### src/rtl/uart_pkg.sv
// Shared UART definitions: payload width and the feeder FSM state encoding.
// Also used by UART_TX and the RX path.
package uart_pkg;

    localparam int UART_DATA_WIDTH = 8;

    typedef enum logic [1:0] {
        ST_IDLE  = 2'd0,
        ST_LOAD  = 2'd1,
        ST_START = 2'd2,
        ST_WAIT  = 2'd3
    } feeder_state_t;

endpackage

### src/rtl/sync_fifo.sv
// Synchronous FIFO with registered full/empty/count.
// Read data is registered and becomes valid the cycle after a pop.
module sync_fifo #(
    parameter int DATA_WIDTH = 8,
    parameter int ADDR_WIDTH = 4
) (
    input  logic                  i_clock,
    input  logic                  i_reset,
    input  logic                  i_push,
    input  logic                  i_pop,
    input  logic [DATA_WIDTH-1:0] i_data,
    output logic [DATA_WIDTH-1:0] o_data,
    output logic                  o_full,
    output logic                  o_empty,
    output logic [ADDR_WIDTH:0]   o_count
);
    localparam int DEPTH = 2 ** ADDR_WIDTH;

    logic [DATA_WIDTH-1:0] r_mem [DEPTH];
    logic [ADDR_WIDTH-1:0] r_wr_ptr;
    logic [ADDR_WIDTH-1:0] r_rd_ptr;
    logic [ADDR_WIDTH:0]   r_count;
    logic                  r_full;
    logic                  r_empty;
    logic [DATA_WIDTH-1:0] r_data;

    logic                  w_push;
    logic                  w_pop;
    logic [ADDR_WIDTH:0]   w_count_next;

    // Qualify with the registered flags so a pop never frees a slot for a same-cycle push.
    assign w_push       = i_push && !r_full;
    assign w_pop        = i_pop && !r_empty;
    assign w_count_next = r_count + {{ADDR_WIDTH{1'b0}}, w_push} - {{ADDR_WIDTH{1'b0}}, w_pop};

    always_ff @(posedge i_clock) begin
        if (w_push) begin
            r_mem[r_wr_ptr] <= i_data;
        end
    end

    always_ff @(posedge i_clock or negedge i_reset) begin
        if (!i_reset) begin
            r_wr_ptr <= '0;
            r_rd_ptr <= '0;
            r_count  <= '0;
            r_full   <= 1'b0;
            r_empty  <= 1'b1;
            r_data   <= '0;
        end else begin
            if (w_push) begin
                r_wr_ptr <= r_wr_ptr + 1'b1;
            end
            if (w_pop) begin
                r_rd_ptr <= r_rd_ptr + 1'b1;
                r_data   <= r_mem[r_rd_ptr];
            end
            r_count <= w_count_next;
            r_full  <= (w_count_next == (ADDR_WIDTH + 1)'(DEPTH));
            r_empty <= (w_count_next == '0);
        end
    end

    assign o_data  = r_data;
    assign o_full  = r_full;
    assign o_empty = r_empty;
    assign o_count = r_count;

endmodule

### src/rtl/uart_tx_feeder.sv
// Byte buffer and launch controller feeding UART_TX one byte per frame.
//   state | meaning
//   IDLE  | waiting for a byte in the FIFO
//   LOAD  | popping the head byte onto o_tx_data_byte, arming the tick counter
//   START | o_tx_start high until START_TICKS baud ticks have been seen
//   WAIT  | waiting for a fresh rising edge on i_tx_done
module uart_tx_feeder
    import uart_pkg::*;
#(
    parameter int DATA_WIDTH  = UART_DATA_WIDTH,
    parameter int ADDR_WIDTH  = 4,
    parameter int START_TICKS = 2
) (
    input  logic                  i_clock,
    input  logic                  i_reset,
    input  logic                  i_tick,
    input  logic                  i_wr_valid,
    input  logic [DATA_WIDTH-1:0] i_wr_data,
    output logic                  o_wr_ready,
    output logic                  o_tx_start,
    output logic [DATA_WIDTH-1:0] o_tx_data_byte,
    input  logic                  i_tx_done,
    output logic                  o_full,
    output logic                  o_empty,
    output logic [ADDR_WIDTH:0]   o_count,
    output logic                  o_overflow,
    output logic                  o_busy
);
    localparam int TICK_W = $clog2(START_TICKS + 1);

    feeder_state_t     r_state;
    feeder_state_t     w_state_next;
    logic [TICK_W-1:0] r_tick_cnt;
    logic              r_done_prev;
    logic              r_overflow;

    logic              w_push;
    logic              w_pop;
    logic              w_done_rise;
    logic              w_full;
    logic              w_empty;

    assign w_push      = i_wr_valid && !w_full;
    assign w_pop       = (r_state == ST_LOAD);
    assign w_done_rise = i_tx_done && !r_done_prev;

    // The FIFO read register doubles as the byte presented to UART_TX: it only moves on a pop.
    sync_fifo #(
        .DATA_WIDTH (DATA_WIDTH),
        .ADDR_WIDTH (ADDR_WIDTH)
    ) u_fifo (
        .i_clock (i_clock),
        .i_reset (i_reset),
        .i_push  (w_push),
        .i_pop   (w_pop),
        .i_data  (i_wr_data),
        .o_data  (o_tx_data_byte),
        .o_full  (w_full),
        .o_empty (w_empty),
        .o_count (o_count)
    );

    always_ff @(posedge i_clock or negedge i_reset) begin
        if (!i_reset) begin
            r_state     <= ST_IDLE;
            r_tick_cnt  <= '0;
            r_done_prev <= 1'b0;
            r_overflow  <= 1'b0;
        end else begin
            r_state     <= w_state_next;
            r_done_prev <= i_tx_done;
            if (i_wr_valid && w_full) begin
                r_overflow <= 1'b1;
            end
            if (r_state == ST_LOAD) begin
                r_tick_cnt <= TICK_W'(START_TICKS);
            end else if (r_state == ST_START && i_tick) begin
                r_tick_cnt <= r_tick_cnt - 1'b1;
            end
        end
    end

    always_comb begin
        w_state_next = r_state;
        case (r_state)
            ST_IDLE:  if (!w_empty) w_state_next = ST_LOAD;
            ST_LOAD:  w_state_next = ST_START;
            ST_START: if (i_tick && r_tick_cnt == TICK_W'(1)) w_state_next = ST_WAIT;
            ST_WAIT:  if (w_done_rise) w_state_next = ST_IDLE;
            default:  w_state_next = ST_IDLE;
        endcase
    end

    assign o_tx_start = (r_state == ST_START);
    assign o_busy     = (r_state != ST_IDLE);
    assign o_wr_ready = !w_full;
    assign o_full     = w_full;
    assign o_empty    = w_empty;
    assign o_overflow = r_overflow;

endmodule

### config.mk
export PLATFORM = sky130hd
export DESIGN_NAME = uart_tx_feeder
export DESIGN_NICKNAME = d
export VERILOG_FILES = /design/src/rtl/uart_pkg.sv /design/src/rtl/sync_fifo.sv /design/src/rtl/uart_tx_feeder.sv
export SDC_FILE = /design/constraint.sdc
export NUM_CORES = 1
export LEC_CHECK = 0
export CORE_MARGIN = 10
export CORE_UTILIZATION = 54
export CTS_CLUSTER_SIZE = 24
export DETAILED_ROUTE_END_ITERATION = 10
export PLACE_DENSITY = 0.85
export SYNTH_ARGS = -nofsm -noshare
export SYNTH_HDL_FRONTEND = slang
export SYNTH_SLANG_ARGS = --single-unit
### constraint.sdc
create_clock -name i_clock -period 2.4 [get_ports i_clock]
set_input_delay 0.48 -clock i_clock [delete_from_list [all_inputs] [get_ports i_clock]]
set_output_delay 0.48 -clock i_clock [all_outputs]
set_load 0.02 [all_outputs]
Word-level counts from Yosys, hierarchy flattened
Memory sizes are Yosys's and may differ from the RTL's. A register that Yosys moved wholly into a read port is not among the register bits.
Cells that the tools add are included.
Storage, ports and cells
  memories: 1
  register bits after elaboration: 21
  output and inout port bits: 19
  logic and storage cells: 47
  memory bits (writable): 128
Memory list
  u_fifo.r_mem: words 16, width 8, rd ports 1, clocked after Yosys merged registers in 1, wr ports 1, RTL line sync_fifo.sv:19  | logic [DATA_WIDTH-1:0] r_mem [DEPTH];
Cells by class
  eq/ne operators: 8
  reductions and logical operators: 16
  multiplexer cells: 8
  $add $sub $neg: 5
Operator list (number)
  $mux 2: 5
  $add 4x1->4 const B: 2
  $pmux 2 s4: 1
  $logic_and 1x1->1: 7
  $add 5x1->5: 1
  $eq 5x5->1 const B: 1
  $logic_not 5->1: 1
  $sub 5x1->5: 1
  $eq 2x1->1 const B: 2
  $eq 2x2->1 const B: 2
  $logic_not 1->1: 4
  $ne 2x2->1 const B: 2
  $reduce_bool 2->1: 2
  $reduce_and 3->1: 1
  $logic_not 2->1: 1
  $mux 1: 2
  $ne 2x1->1 const B: 1
  $sub 2x1->2 const B: 1

Depth between registers and ports, before layout
  word-level depth: 6
  mapped depth: 13
  depth with buffers taken out: 13

By module
A second synthesis with hierarchy kept.
Second synthesis, totals
  cell total of the unflattened synthesis: 425
  area, all modules: 6570.1 um^2
By module, submodules not included
  sync_fifo: sequential area each 4420.5 um^2, cells each 395, area an instance 6221.0 um^2, instances 1
  uart_tx_feeder: sequential area each 150.1 um^2, cells each 30, area an instance 349.1 um^2, instances 1

Worst setup path after synthesis
OpenSTA, ideal clock, no wires.
  kind: register -> register
  start: register r_state[1]
  end: register u_fifo.r_empty (netlist: u_fifo.o_empty)
  data required time: 2.303 ns
  library setup time: 0.097 ns
  buffers on the path: 0
  stages on the path, launching flop included: 13
  slack: -0.210 ns
  arrival time: 2.514 ns
  cell sequence: dfrtp_1 inv_1 ha_1 nand2b_1 inv_1 ha_1 inv_1 ha_1 inv_1 fa_1 inv_1 or3_1 nor4_1
On the way
  longest elaborated chain between the ends: 4
Ends and longest elaborated chain
  start, declared: RTL line uart_tx_feeder.sv:31  | feeder_state_t r_state;
  start signal, assigned: RTL line uart_tx_feeder.sv:70  | r_state <= w_state_next;
  $eq 2x1->1: RTL line uart_tx_feeder.sv:44  | assign w_pop = (r_state == ST_LOAD);
  $logic_and 1x1->1: RTL line sync_fifo.sv:33  | assign w_pop = i_pop && !r_empty;
  via u_fifo.w_pop: RTL line sync_fifo.sv:28  | logic w_pop;
  $sub 5x1->5: RTL line sync_fifo.sv:34  | assign w_count_next = r_count + {{ADDR_WIDTH{1'b0}}, w_push} - {{ADDR_WIDTH{1'b0}}, w_pop};
  via u_fifo.w_count_next[1]: RTL line sync_fifo.sv:29  | logic [ADDR_WIDTH:0] w_count_next;
  $logic_not 5->1: RTL line sync_fifo.sv:60  | r_empty <= (w_count_next == '0);
  end signal, assigned: RTL line sync_fifo.sv:60
  end, declared: RTL line sync_fifo.sv:24  | logic r_empty;
The timed path passes the listed nets, and every way through them passes these cells.
A chain may end at the register's enable or synchronous reset.

Worst setup path after layout
Ends and elaborated chain as after synthesis.

==> qor.txt <==
Post-Synthesis Cell Area: 6540 sq um
DRC viols: 0
final-report hold violation count: 0
# rows: 40
Fin Setup TNS: 0 ps
CP Launch Type: flop
I/O Buffers: 31
unrepaired setup endpoints after global routing: yes
Die Footprint: 16900 sq um
final setup fails: 0
global-route wire length before repair: 22000 microns
register bit total from synthesis: 157
Die W: 130 microns
Post-synth ARST share: 0.185
kind of critical path: reg2reg
top-count cell post-synth: edfxtp_1
Synth area leader: edfxtp_1
All-Layer GR Usage: 0.177
syn avg cell area: 15.8 sq um
cts bufs inserted: 17
Comb power frac: 0.369
Iteration-0 DRC Markers: 466
drt wl/cell: 22.1 microns
fin area: 8030 sq um
EDFF count, synth: 128
Post-CTS Hold Fix Bufs: 0
post-synth top area share: 0.587
Pleak: 0.00298 uW
clock-pin slew on the worst setup and hold paths: 60 ps
most used routing layer: met2
top area cells in the synthesized netlist: edfxtp_1 (59%), dfrtp_1 (11%), mux2i_1 (9.8%)
vias per cell: 5.92
share of layout cells above drive strength 1: 0.168
Max FO, Critical Path: 2
fill cell count: 723
via count: 3792
clk buf depth: 2
worst vdd ir: 0.584 mV
Pwr Density: 1260 nW/um^2
Layout Nets: 511
Post-DRT Antenna Nets: 0
io pins: 32
routability cong.: 0.848
Syn Nets: 445
Root Driver: clkbuf_16
initial antenna violation count: 0
# diodes: 0
post-DP HPWL: 8670 microns
R2R depth: 12
element type at the critical path end: flop
outcome: complete, no violations
NetSw: 3450 uW
Hold Path Class: in2async
Seq/Total Area, Yosys: 0.698
Initial Util: 0.547
Slew Viols, Final: 0
routing usage on met1: 0.208
CTS tree: built
dpl cells: 605
DR pass1 iterations: 5
library cells used by synthesis: 39
Max Cap Viol: 0
P_int: 6690 uW
main flop type after synthesis: edfxtp_1
H-tree depth: 4
die height: 130 microns
Tmin final: 2340 ps
clk_lat worst skew: 410 ps
Clock power frac: 0.267
vias in the first global route: 3912
Warnings, synthesis: 0
core area: 12000 sq um
switch share: 0.340
most frequent cells after synthesis: edfxtp_1 (128), mux2i_1 (64), dfrtp_1 (28)
largest net degree at the start of global routing: 68
Mapped Cells: 415
met3 Track Usage GR: 0.0389
WP data required: 2730 ps
Max-slew headroom: 0.453
Critical Path AT: 2670 ps
GRT overflow: 0
met2 Track Usage GR: 0.308
Sequential Power Share: 0.363
final wirelength: 14200 microns
fmax: 427 MHz
area of placed instances: 7350 sq um
# clock sinks: 157
crit share post-route: 0.976
Slew @ Worst Pin: 818 ps
clk_skew: 10.2 ps
count of non-filler cells in the finished layout: 641
synthesis-to-layout area growth: 22.7%
[stage by stage]
step	hold slack, ps	utilization	setup WS, ps	total power [uW]
floorplan	184	-	-49.4	6040
global placement	440	0.614	-239	6930
detailed placement	448	0.614	-339	7120
CTS	460	0.667	-19.8	9970
global route	479	0.671	-40.1	10600
finish	457	0.671	58.1	10100
[kinds of logic after synthesis]
kind of cell	Yosys count	share of synthesized area
muxes	65	0.0996
and+or+nand+nor	89	0.0734
AOI/OAI and AO/OA	43	0.0451
DFF	157	0.698
xor gates and xnor gates	10	0.0134
adders and majority gates	17	0.0337
buffers and inverters	34	0.0363
[worst paths after layout]
check                      startpoint           endpoint  slack [ps]
max                        r_state[1]     u_fifo.o_empty          60
min                           i_reset  u_fifo.o_count[3]         460
max reg2reg                r_state[1]     u_fifo.o_empty          60
min reg2reg                o_overflow         o_overflow         460
max in group asynchronous     i_reset     u_fifo.o_empty        1610
min in group i_clock       o_overflow         o_overflow         460
[cell type report]
type	instances	area (sq um)	share of cell area
clock buffer	21	440	0.0549
clock inverter	11	156	0.0195
inverter	17	68.8	0.00857
multi-input combinational	224	1830	0.228
sequential	157	4570	0.570
tap	147	184	0.0229
timing repair buffer	64	772	0.0962
[what timing repair did]
action	CTS	global route
endpoints found under the setup margin	3	4
pin swaps	2	1
gates cloned	0	0
resized for setup	5	9
buffers inserted	3	1
[power by group through the flow]
| stage | logic (uW) | registers [uW] | clock network, uW |
|---|---|---|---|
| global placement | 3240 | 3690 | 0 |
| global route | 4030 | 3720 | 2890 |
| finish | 3740 | 3680 | 2710 |
| detailed placement | 3400 | 3720 | 0 |
| floorplan | 2220 | 3820 | 0 |
| CTS | 3560 | 3680 | 2730 |
[state kept, by name, indices dropped and copies added (netlist names)]
register         flops
o_overflow           1
u_fifo.o_data        8
r_state              2
r_done_prev          1
u_fifo.o_empty       1
u_fifo.r_mem       128
u_fifo.r_wr_ptr      4
u_fifo.o_full        1
u_fifo.o_count       5
r_tick_cnt           2
u_fifo.r_rd_ptr      4
[worst max-delay path: stages (launching register included)]
cell and delay [ps]:
dfrtp_1 390, inv_2 80, ha_4 150, nand2b_4 70
inv_4 70, ha_4 190, inv_4 50, ha_4 130
inv_2 30, fa_2 520, inv_2 40, or3_4 390
nor4_4 140
[metal layers]
metal,share of wire,vias to the layer above
li1,-,1682
met1,0.39,1930
met2,0.53,149
met3,0.055,31
met4,0.023,0
met5,0,-
[placed cells by master (no fill, tap or decap), drive strengths merged, types with 2 or more instances in the layout]
master	instances
bufinv	3
ha	16
clkdlybuf4s50	29
nor4	2
xor2	2
nand2b	2
a21oi	11
nor2	5
buf	33
nand2	25
nor3b	2
nor2b	4
clkbuf	21
a21o	2
and3	3
xnor2	8
dfrtp	28
nand3	25
clkinv	4
a22oi	24
mux2i	64
edfxtp	128
inv	21
and2	17
o21ai	2
No activity file was read; power rests on OpenSTA's default activity.
